**src/rtl/pipe_stage_hs.sv**
```systemverilog
// pipe_stage_hs: one pipeline stage register with a valid/ready handshake,
// a 2-entry skid buffer, flush-to-bubble and a saturating stall counter.
//
// Handshake: an entry moves across an interface on a rising edge where both
// valid and ready are 1. in_ready depends only on registered state and reset,
// so there is never a combinational path from out_ready back to in_ready.
// A producer holding valid keeps its payload stable until it is accepted.
module pipe_stage_hs #(
  parameter int                 DATA_W      = 96,
  parameter int                 CTRL_W      = 12,
  parameter logic [CTRL_W-1:0]  BUBBLE_CTRL = {CTRL_W{1'b0}},
  parameter int                 CNT_W       = 16
) (
  input  logic              clk,
  input  logic              reset,
  input  logic              in_valid,
  output logic              in_ready,
  input  logic [DATA_W-1:0] in_data,
  input  logic [CTRL_W-1:0] in_ctrl,
  output logic              out_valid,
  input  logic              out_ready,
  output logic [DATA_W-1:0] out_data,
  output logic [CTRL_W-1:0] out_ctrl,
  input  logic              flush,
  input  logic              cnt_clr,
  output logic [CNT_W-1:0]  stall_cnt,
  output logic [1:0]        dbg_state
);

  // State encoding is {main_valid, skid_valid}; 2'b01 is never entered.
  typedef enum logic [1:0] {
    ST_EMPTY = 2'b00,
    ST_ONE   = 2'b10,
    ST_TWO   = 2'b11
  } state_t;

  localparam logic [CNT_W-1:0] CNT_MAX = {CNT_W{1'b1}};

  state_t              r_state;
  state_t              w_state_nxt;
  logic [DATA_W-1:0]   r_main_data;
  logic [CTRL_W-1:0]   r_main_ctrl;
  logic [DATA_W-1:0]   r_skid_data;
  logic [CTRL_W-1:0]   r_skid_ctrl;
  logic [CNT_W-1:0]    r_stall_cnt;

  logic                w_main_valid;
  logic                w_skid_valid;
  logic                w_in_xfer;
  logic                w_out_xfer;
  logic                w_ld_main_in;
  logic                w_ld_main_skid;
  logic                w_ld_skid;
  logic                w_stall;

  assign w_main_valid = r_state[1];
  assign w_skid_valid = r_state[0];

  // Ready only while the skid slot is free; held low during reset.
  assign in_ready   = ~reset & ~w_skid_valid;
  assign w_in_xfer  = in_valid & in_ready;
  assign w_out_xfer = w_main_valid & out_ready;
  assign w_stall    = w_main_valid & ~out_ready;

  assign out_valid  = w_main_valid;
  assign out_data   = r_main_data;
  assign out_ctrl   = w_main_valid ? r_main_ctrl : BUBBLE_CTRL;
  assign stall_cnt  = r_stall_cnt;
  assign dbg_state  = r_state;

  // State register.
  always_ff @(posedge clk) begin
    if (reset) begin
      r_state <= ST_EMPTY;
    end else begin
      r_state <= w_state_nxt;
    end
  end

  // Next state and register-load strobes; flush empties the stage and
  // suppresses every load so a flushed or incoming entry goes nowhere.
  always_comb begin
    w_state_nxt    = r_state;
    w_ld_main_in   = 1'b0;
    w_ld_main_skid = 1'b0;
    w_ld_skid      = 1'b0;
    case (r_state)
      ST_EMPTY: begin
        if (w_in_xfer) begin
          w_ld_main_in = 1'b1;
          w_state_nxt  = ST_ONE;
        end
      end
      ST_ONE: begin
        if (w_in_xfer && w_out_xfer) begin
          w_ld_main_in = 1'b1;
        end else if (w_in_xfer) begin
          w_ld_skid   = 1'b1;
          w_state_nxt = ST_TWO;
        end else if (w_out_xfer) begin
          w_state_nxt = ST_EMPTY;
        end
      end
      ST_TWO: begin
        if (w_out_xfer) begin
          w_ld_main_skid = 1'b1;
          w_state_nxt    = ST_ONE;
        end
      end
      default: begin
        w_state_nxt = ST_EMPTY;
      end
    endcase
    if (flush) begin
      w_state_nxt    = ST_EMPTY;
      w_ld_main_in   = 1'b0;
      w_ld_main_skid = 1'b0;
      w_ld_skid      = 1'b0;
    end
  end

  // Payload/control registers; main is refilled either from the input or
  // from the skid slot, which keeps strict arrival order.
  always_ff @(posedge clk) begin
    if (reset) begin
      r_main_data <= '0;
      r_main_ctrl <= '0;
      r_skid_data <= '0;
      r_skid_ctrl <= '0;
    end else begin
      if (w_ld_main_in) begin
        r_main_data <= in_data;
        r_main_ctrl <= in_ctrl;
      end else if (w_ld_main_skid) begin
        r_main_data <= r_skid_data;
        r_main_ctrl <= r_skid_ctrl;
      end
      if (w_ld_skid) begin
        r_skid_data <= in_data;
        r_skid_ctrl <= in_ctrl;
      end
    end
  end

  // Saturating count of cycles where a valid output is being held back.
  always_ff @(posedge clk) begin
    if (reset) begin
      r_stall_cnt <= '0;
    end else if (cnt_clr) begin
      r_stall_cnt <= '0;
    end else if (w_stall && !flush && (r_stall_cnt != CNT_MAX)) begin
      r_stall_cnt <= r_stall_cnt + CNT_W'(1);
    end
  end

endmodule
```
**config.mk**
```make
export PLATFORM = sky130hd
export DESIGN_NAME = pipe_stage_hs
export DESIGN_NICKNAME = d
export VERILOG_FILES = /design/src/rtl/pipe_stage_hs.sv
export SDC_FILE = /design/constraint.sdc
export NUM_CORES = 1
export LEC_CHECK = 0
export BUFFER_PORTS_ARGS = -buffer_cell sky130_fd_sc_hd__buf_2
export CORE_ASPECT_RATIO = 0.9
export CORE_MARGIN = 3
export CORE_UTILIZATION = 31
export DETAILED_ROUTE_END_ITERATION = 10
export GPL_TIMING_DRIVEN = 0
export PLACE_DENSITY_LB_ADDON = 0.08
export SYNTH_ARGS = -nofsm -noshare
export SYNTH_HDL_FRONTEND = slang
export SYNTH_SLANG_ARGS = --single-unit
```
**constraint.sdc**
```tcl
create_clock -name clk -period 2.7 [get_ports clk]
set_input_delay 0.54 -clock clk [delete_from_list [all_inputs] [get_ports clk]]
set_output_delay 0.54 -clock clk [all_outputs]
set_load 0.05 [all_outputs]
```
# Word-level counts from Yosys, hierarchy flattened
# Index checks and enable logic that the tools add are counted.
[totals]
regBits = 234
elab_cells = 51
out_inout_bits = 128
in_bits = 114
[classes]
muxes = 21
n_eq_ne = 7
add_sub_neg = 1
n_reduce_logical = 9
n_bitwise = 7
[ops]
columns = ["cell", "n"]
rows = [
  ["96-bit 2-to-1 mux", 2],
  ["12-bit 2-to-1 mux", 3],
  ["16-bit by 1-bit adder with 16-bit output (second input constant)", 1],
  ["16-bit inequality test (second input constant)", 1],
  ["2-bit 2-to-1 mux", 5],
  ["1-bit 2-to-1 mux", 9],
  ["2-bit inequality test (second input constant)", 3],
  ["2-bit one-hot mux with 3 select lines", 1],
  ["1-bit bitwise AND", 4],
  ["2-bit equality test (second input constant)", 2],
  ["4-bit AND reduction", 1],
  ["2-bit OR reduction", 2],
  ["1-bit logical AND", 3],
  ["3-bit inequality test (second input constant)", 1],
  ["1-bit NOT", 3],
  ["2-bit logical NOT", 1],
  ["1-bit one-hot mux with 2 select lines", 1],
  ["2-bit nonzero test", 1],
  ["1-bit logical NOT", 1],
]

# Depth between registers and ports, before layout
# Gate-level depths: netlist of the first run.
[logic_depth]
ltp_word = 8
ltp_mapped = 9
mapped_depth_nobuf = 6

# Least setup slack after synthesis of the first run
# OpenSTA, ideal clock, no wires.
[synth_path]
kind = "reg-to-reg"
startpoint = "register r_state[1], in the netlist dbg_state[1]"
endpoint = "register r_main_data[33], in the netlist out_data[33]"
stages_incl_launch_ff = 9
period_less_slack_ns = 2.415
arrival_time_ns = 2.281
path_slack_ns = 0.285
path_buffers = 4
cell_sequence = "dfxtp_1 > buf_4 > clkbuf_1 > inv_1 > ha_1 > o211ai_2 > clkbuf_1 > buf_2 > a211oi_1"
[synth_via]
elab_chain_cells = 6
word_cells_on_any_way = 13
classes_between = "eq/ne: 2; mux: 7; bitwise: 1; reduce/logical: 3"
[synth_lines]
columns = ["element", "line_no", "rtl"]
rows = [
  ["from (decl)", "39", "state_t r_state;"],
  ["from (signal assigned)", "76", "r_state <= w_state_nxt;"],
  ["1-bit bitwise AND", "62", "assign w_out_xfer = w_main_valid & out_ready;"],
  ["1-bit logical AND", "95", "if (w_in_xfer && w_out_xfer) begin"],
  ["1-bit 2-to-1 mux", "95", ""],
  ["1-bit one-hot mux with 2 select lines", "87", "case (r_state)"],
  ["1-bit 2-to-1 mux", "114", "if (flush) begin"],
  ["96-bit 2-to-1 mux / 2-bit nonzero test (equally long branches)", "--", ""],
  ["to (signal assigned)", "132", "r_main_data <= in_data;"],
  ["to (signal assigned)", "135", "r_main_data <= r_skid_data;"],
  ["to (decl)", "41", "logic [DATA_W-1:0] r_main_data;"],
]
# Several ways; a longest one is shown, not always the timed one.
# A chain may end at the register's enable or synchronous reset.

# Worst setup path after layout of the first run
[layout_path]
startpoint = "register r_state[0], in the netlist dbg_state[0]"
endpoint = "register r_main_data[22], in the netlist out_data[22]"
[layout_via]
elab_chain_cells = 8
word_cells_on_any_way = 15
classes_between = "eq/ne: 2; mux: 7; bitwise: 3; reduce/logical: 3"
[layout_lines]
columns = ["element", "line_no", "rtl"]
rows = [
  ["1-bit NOT", "60", "assign in_ready = ~reset & ~w_skid_valid;"],
  ["1-bit bitwise AND", "60", ""],
  ["1-bit bitwise AND", "61", "assign w_in_xfer = in_valid & in_ready;"],
  ["1-bit logical AND", "95", ""],
  ["1-bit 2-to-1 mux", "95", ""],
  ["1-bit one-hot mux with 2 select lines", "87", ""],
  ["1-bit 2-to-1 mux", "114", ""],
  ["96-bit 2-to-1 mux / 2-bit nonzero test (equally long branches)", "--", ""],
]
# Several ways; a longest one is shown, not always the timed one.

==> results of run 1 <==
## cell families (layout without fill, tap and decap cells)
| logic type | Yosys count | count (layout) | share of synthesized area |
|---|---|---|---|
| compound gates | 254 | 254 | 0.170 |
| fa+ha+maj | 5 | 5 | 0.00659 |
| xor+xnor | 2 | 2 | 0.00185 |
| mux | 110 | 110 | 0.116 |
| simple gates | 385 | 385 | 0.169 |
| other cells | 0 | 2 | 0 |
| flops | 234 | 234 | 0.494 |
| buf+inv | 92 | 387 | 0.0423 |
## critical path: stages (launching register included)
cell and delay, ns:
dfxtp_1 0.53, inv_1 0.11, ha_1 0.25, and3_2 0.24, o211ai_4 0.20, buf_12 0.15, buf_12 0.11, clkbuf_2 0.29
buf_2 0.32, a211oi_1 0.11
## state kept, by name, indices dropped and copies added, names as in the netlist
name,flops
out_data,96
r_skid_data,96
stall_cnt,16
r_main_ctrl,12
r_skid_ctrl,12
dbg_state,2
## Yosys cell counts (all sizes together)
| cell | number | share of area |
|---|---|---|
| o211a | 1 | 0.0011 |
| nor2 | 114 | 0.045 |
| o211ai | 1 | 0.0013 |
| nor3b | 2 | 0.0033 |
| o2bb2ai | 1 | 0.00092 |
| nor2b | 1 | 0.00066 |
| or3 | 7 | 0.0046 |
| or4 | 7 | 0.0055 |
| mux2i | 109 | 0.11 |
| o2111ai | 1 | 0.00092 |
| nand4bb | 1 | 0.0012 |
| and2 | 12 | 0.0083 |
| nor4 | 1 | 0.00066 |
| xor2 | 2 | 0.0018 |
| a21bo | 1 | 0.0011 |
| o31ai | 6 | 0.0047 |
| and4 | 2 | 0.0018 |
| a21oi | 123 | 0.065 |
| or2 | 1 | 0.00066 |
| buf | 38 | 0.021 |
| nand2 | 223 | 0.088 |
| a21boi | 1 | 0.00079 |
| mux2 | 1 | 0.0012 |
| o41ai | 2 | 0.0038 |
| a211oi | 108 | 0.085 |
| ha | 5 | 0.0066 |
| inv | 4 | 0.0016 |
| dfxtp | 234 | 0.49 |
| clkbuf | 50 | 0.020 |
| and3 | 3 | 0.0021 |
| nand3 | 6 | 0.0032 |
| a31o | 1 | 0.00092 |
| o21ai | 8 | 0.0042 |
| nand4 | 5 | 0.0040 |
## layer usage
metal / global-route usage / up-vias / share of wire
met3: 0.0454 / 33 / 0.071
met2: 0.275 / 211 / 0.44
li1: - / 4313 / -
met1: 0.255 / 3951 / 0.47
met4: 0.0322 / 8 / 0.015
met5: 0 / - / 0.0016
## final timing paths
path	end	slack [ns]
hold / removal	r_skid_data[5]	0.26
hold reg to reg	r_skid_data[13]	0.45
setup reg to reg	out_data[22]	0.23
setup / recovery	out_data[22]	0.23
## final cells by class
class | count | share of cell area
diodes | 2 | 0.000410
well taps | 403 | 0.0413
plain buffers | 87 | 0.0318
inverters | 4 | 0.00123
repair buffers | 244 | 0.103
multi-input cells | 756 | 0.362
flip-flops and latches | 234 | 0.384
clock inverters | 15 | 0.0108
clock buffers | 37 | 0.0660
## repair_timing
| action | in CTS | in global routing |
|---|---|---|
| buffers inserted | 0 | 3 |
| setup endpoints to repair | 110 | 63 |
| pin swaps | 0 | 1 |
| gates resized for setup | 2 | 5 |
| endpoints found under the hold margin | 0 | 0 |
## metrics by stage
step / hold slack, ns / utilization / total power [uW] / setup WS, ns / instance area [um2]
2_1_floorplan: 0.436 / - / 4200 / 0.285 / 9490
3_3_place_gp: 0.442 / 0.373 / 4510 / -0.624 / 11200
3_5_place_dp: 0.446 / 0.373 / 4510 / -0.605 / 11200
4_1_cts: 0.223 / 0.404 / 8350 / 0.0159 / 12100
5_1_grt: 0.230 / 0.406 / 8570 / 0.0405 / 12200
6_report: 0.256 / 0.406 / 8240 / 0.229 / 12200
## power by group
| part | internal [uW] | switching [uW] | total, uW |
|---|---|---|---|
| logic | 233 | 591 | 825 |
| clock network | 2280 | 1520 | 3810 |
| registers | 3550 | 53.1 | 3610 |
| total | 6070 | 2170 | 8240 |
==> out/results.ini, run 1 <==
[power]
leakagePower_uw = 0.00555
powerDensity_nw_per_um2 = 675
ir_drop_mv = 0.413

[drt]
remaining_drc_errors = 0
postRouteAntennaNets = 0
firstDrtPassIters = 5
vias = 8516
vias_per_cell = 4.78
wl_per_cell_um = 17.1
wirelength_mm = 30.5
first_iter_violations = 486

[yosys]
synth_cell_types = 41
postSynthAreaPerCell_um2 = 8.77
syn_area_um2 = 9490
yosysSeqAreaShare = 0.494
yosysWarnings = 0
synth_fp_nets = 1201
synth_cells = 1082
ys_ff_latch = 234

[sta]
maxSlewHeadroom = 0.477
setup_viol = 0
finalHoldViolCount = 0
period_needed_ns = 2.47
slew_violations = 0
final.period_utilization = 0.915
worstMarginPinSlew_ns = 0.784
fmax_mhz = 405
setup_tns_ns = 0
rsz0062_at_grt = false
clock-skew-final_ns = 0.00712

[die]
die_area_um2 = 32700
start_util = 0.316
core_um2 = 30000
die-width_um = 190
ios = 242
num_rows = 60
die_h_um = 172

[setup_path]
reg2reg_depth = 9
startpoint_type = flop
cp.arrival_ns = 2.86
r2r-start = dbg_state[0]
startpoint = dbg_state[0]
worstPathMaxFanout = 10
crit_type = flop to flop
end_kind = flop
critPathRequiredTime_ns = 3.09

[cells_and_area]
nets = 1474
n_fill_cell = 3180
layout_commonest_cell = buf_2
multi_input_area_um2 = 4420
regArea_um2 = 4680
instances_no_fill = 1782
drive_above_1_share = 0.250
syn2layout_area_growth_pct = 28.6
layout_common_cells = buf_2, dfxtp_1, nand2_1

[grt]
antenna_found_initial = 4
grt_usage = 0.178
grt-ovfl-total = 0
grt_max_degree = 20
grt_pass1_wl_mm = 46.6
grt_pass1_vias = 8052

[hold_path]
min_from = in_data[5]
hold_class = input pin to flop
hold_path_depth = 3

[placement]
port_buffers = 241
finalWeightedCongestion = 0.761
dpl.hpwl_mm = 21.2
place_inst = 1726

[cts]
numCtsBuffers = 28
cts_root_buf = clkbuf_16
clockBufferDepth = 3
h-tree-depth = 1
insertion_delay_ns = 0.53
cts_hold_buf = 0
cts_tree = done
cts.sinks = 234
clk_pin_slew_ns = 0.06

[run_status]
outcome = complete, no violations

[job]
maxCapViolCount = 0

No activity file was read; power rests on OpenSTA's default activity.
==> inputs of run 2 (changes only) <==
--- a/config.mk
+++ b/config.mk
@@ -8,7 +8,8 @@
 export BUFFER_PORTS_ARGS = -buffer_cell sky130_fd_sc_hd__buf_2
 export CORE_ASPECT_RATIO = 0.9
 export CORE_MARGIN = 3
-export CORE_UTILIZATION = 31
+export CORE_UTILIZATION = 35
+export CTS_BUF_LIST = sky130_fd_sc_hd__clkbuf_16
 export DETAILED_ROUTE_END_ITERATION = 10
 export GPL_TIMING_DRIVEN = 0
 export PLACE_DENSITY_LB_ADDON = 0.08
==> run 2 against run 1 <==
  * Sequential share of layout area is 0.53 points higher
  * Final area fell by 1.4%
  * Core utilization grew 5.1 points
  * Total power down 1.7%
  * Register-to-register slack about the same
  * Global-route usage rose by 1.1 points
  * Maximum frequency about the same
  * Routed wire length down 5.4%
  * Sequential cell count did not move
  * Sequential power is essentially flat
  * Largest power group unchanged
==> out/results.ini, run 2 (synthesis results as in run 1) <==
[cells_and_area]
layout_commonest_cell = buf_2
drive_above_1_share = 0.243  ; -0.00711
nets = 1470  ; -0.27%
syn2layout_area_growth_pct = 26.9
layout_common_cells = buf_2, dfxtp_1, nand2_1
diodes = 0  ; -2
n_fill_cell = 2683  ; -16%

[sta]
rsz0062_at_grt = false
clock-skew-final_ns = 0.0134  ; +0.00625 ns
fmax_mhz = 405  ; about the same
hold_ws_ns = 0.254  ; -0.00196 ns
finalHoldViolCount = 0  ; unchanged
slew_violations = 0  ; unchanged
setup_viol = 0  ; unchanged
period_needed_ns = 2.47  ; -0.000433 ns
final.period_utilization = 0.915  ; about the same
maxSlewHeadroom = 0.447  ; -0.0306
worstMarginPinSlew_ns = 0.830  ; +0.0460 ns

[drt]
vias_per_cell = 4.94  ; +3.4%
vias = 8500  ; -0.19%
firstDrtPassIters = 4  ; -1
first_iter_violations = 350  ; -28%
wirelength_mm = 28.9  ; -5.4%
remaining_drc_errors = 0  ; unchanged
wl_per_cell_um = 16.8  ; -2.0%
postRouteAntennaNets = 0  ; unchanged

[placement]
dpl.hpwl_mm = 20.0  ; -5.8%
finalWeightedCongestion = 0.750  ; -1.4%
port_buffers = 241  ; unchanged

[cts]
cts_root_buf = clkbuf_16
clk_pin_slew_ns = 0.06  ; about the same
cts_tree = done
cts.sinks = 234  ; unchanged
numCtsBuffers = 27  ; -3.6%
clockBufferDepth = 3  ; unchanged
post_cts_buffers = 0  ; unchanged
h-tree-depth = 1  ; unchanged
cts_hold_buf = 0  ; unchanged
insertion_delay_ns = 0.53  ; about the same
cts_resized = 3  ; +1

[die]
core_um2 = 26300  ; -12%
die_h_um = 162  ; -5.7%
ios = 242  ; unchanged
start_util = 0.360  ; +0.0442
die_area_um2 = 29100  ; -11%
num_rows = 56  ; -6.7%
die-width_um = 180  ; -5.7%

[setup_path]
critPathRequiredTime_ns = 3.13  ; +0.04 ns
cp.arrival_ns = 2.90  ; +0.04 ns
crit_type = flop to flop
worstPathMaxFanout = 19  ; +9
end_kind = flop
startpoint_type = flop

[grt]
met3_usage = 0.0396  ; -0.00578
grt_max_degree = 20  ; unchanged
grt_usage = 0.189  ; +0.0111
grt_pass1_wl_mm = 45.3  ; -2.7%
antenna_found_initial = 3  ; -1
met1_usage = 0.276  ; +0.0206
grt_pass1_vias = 8127  ; +0.93%
grt_busiest_layer = met2
grt-ovfl-total = 0  ; unchanged
met2_usage = 0.292  ; +0.0165

[job]
maxCapViolCount = 0  ; unchanged

[run_status]
outcome = complete, no violations

[power]
ir_drop_mv = 0.344  ; -17%
leakagePower_uw = 0.00552  ; -0.54%
powerDensity_nw_per_um2 = 673  ; -0.35%
power_uw = 8100  ; -1.7%

[hold_path]
hold_class = input pin to flop

==> run 2: changes by cell type in the layout (fill, tap and decap cells not counted), sizes merged <==
cell | before | now
inv | 5 | 12
buf | 281 | 279
clkinvlp | 1 | 0
diode | 2 | 0
bufinv | 2 | 4
clkbuf | 87 | 76
==> run 2: worst paths after layout <==
check	end	cells past startpoint	startpoint	slack, ns
setup / recovery	out_data[19]	8	dbg_state[1]	0.23
setup reg to reg	out_data[19]	8	dbg_state[1]	0.23
hold reg to reg	r_skid_data[17]	2	r_skid_data[17]	0.45
hold / removal	r_skid_data[3]	3	in_data[3]	0.25
==> run 2: area by class of cell <==
class	instances	area, um2	area share
plain buffers	87	388	0.0322
flip-flops and latches	234	4680	0.389
clock inverters	23	218	0.0181
well taps	348	435	0.0362
inverters	4	15.0	0.00125
repair buffers	241	1210	0.100
clock buffers	27	676	0.0561
multi-input cells	756	4420	0.367
==> run 2: metal layers <==
metal	vias to the layer above	wire length (um)	share of wire
li1	4301	-	-
met1	3925	14100	0.49
met2	225	12700	0.44
met3	43	1610	0.056
met4	6	523	0.018
met5	-	32	0.0011
==> run 2: power by group <==
| part | leakage [uW] | internal [uW] | switching, uW |
|---|---|---|---|
| Sequential | 0.00190 | 3550 | 55.2 |
| Combinational | 0.00315 | 228 | 585 |
| Clock | 0.000468 | 2210 | 1470 |
==> run 2: metrics by stage <==
| stage | std cells | setup TNS [ns] | util | worst slack [ns] | cell area [um2] |
|---|---|---|---|---|---|
| finish | 1720 | 0 | 0.457 | 0.230 | 12000 |
| CTS | 1720 | 0 | 0.457 | 0.0977 | 12000 |
| detailed placement | 1671 | -41.55 | 0.422 | -0.539 | 11100 |
| global placement | 1671 | -37.20 | 0.422 | -0.489 | 11100 |
| floorplan | 1082 | 0 | - | 0.285 | 9490 |
| global route | 1720 | 0 | 0.457 | 0.00860 | 12000 |
==> run 2: worst max-delay path, stage by stage, from the launching register on <==
cell,delay (ns)
dfxtp_1,0.47
buf_4,0.29
inv_1,0.09
ha_1,0.24
o211ai_4,0.40
buf_4,0.31
buf_2,0.27
nor2_1,0.06
a211oi_1,0.23
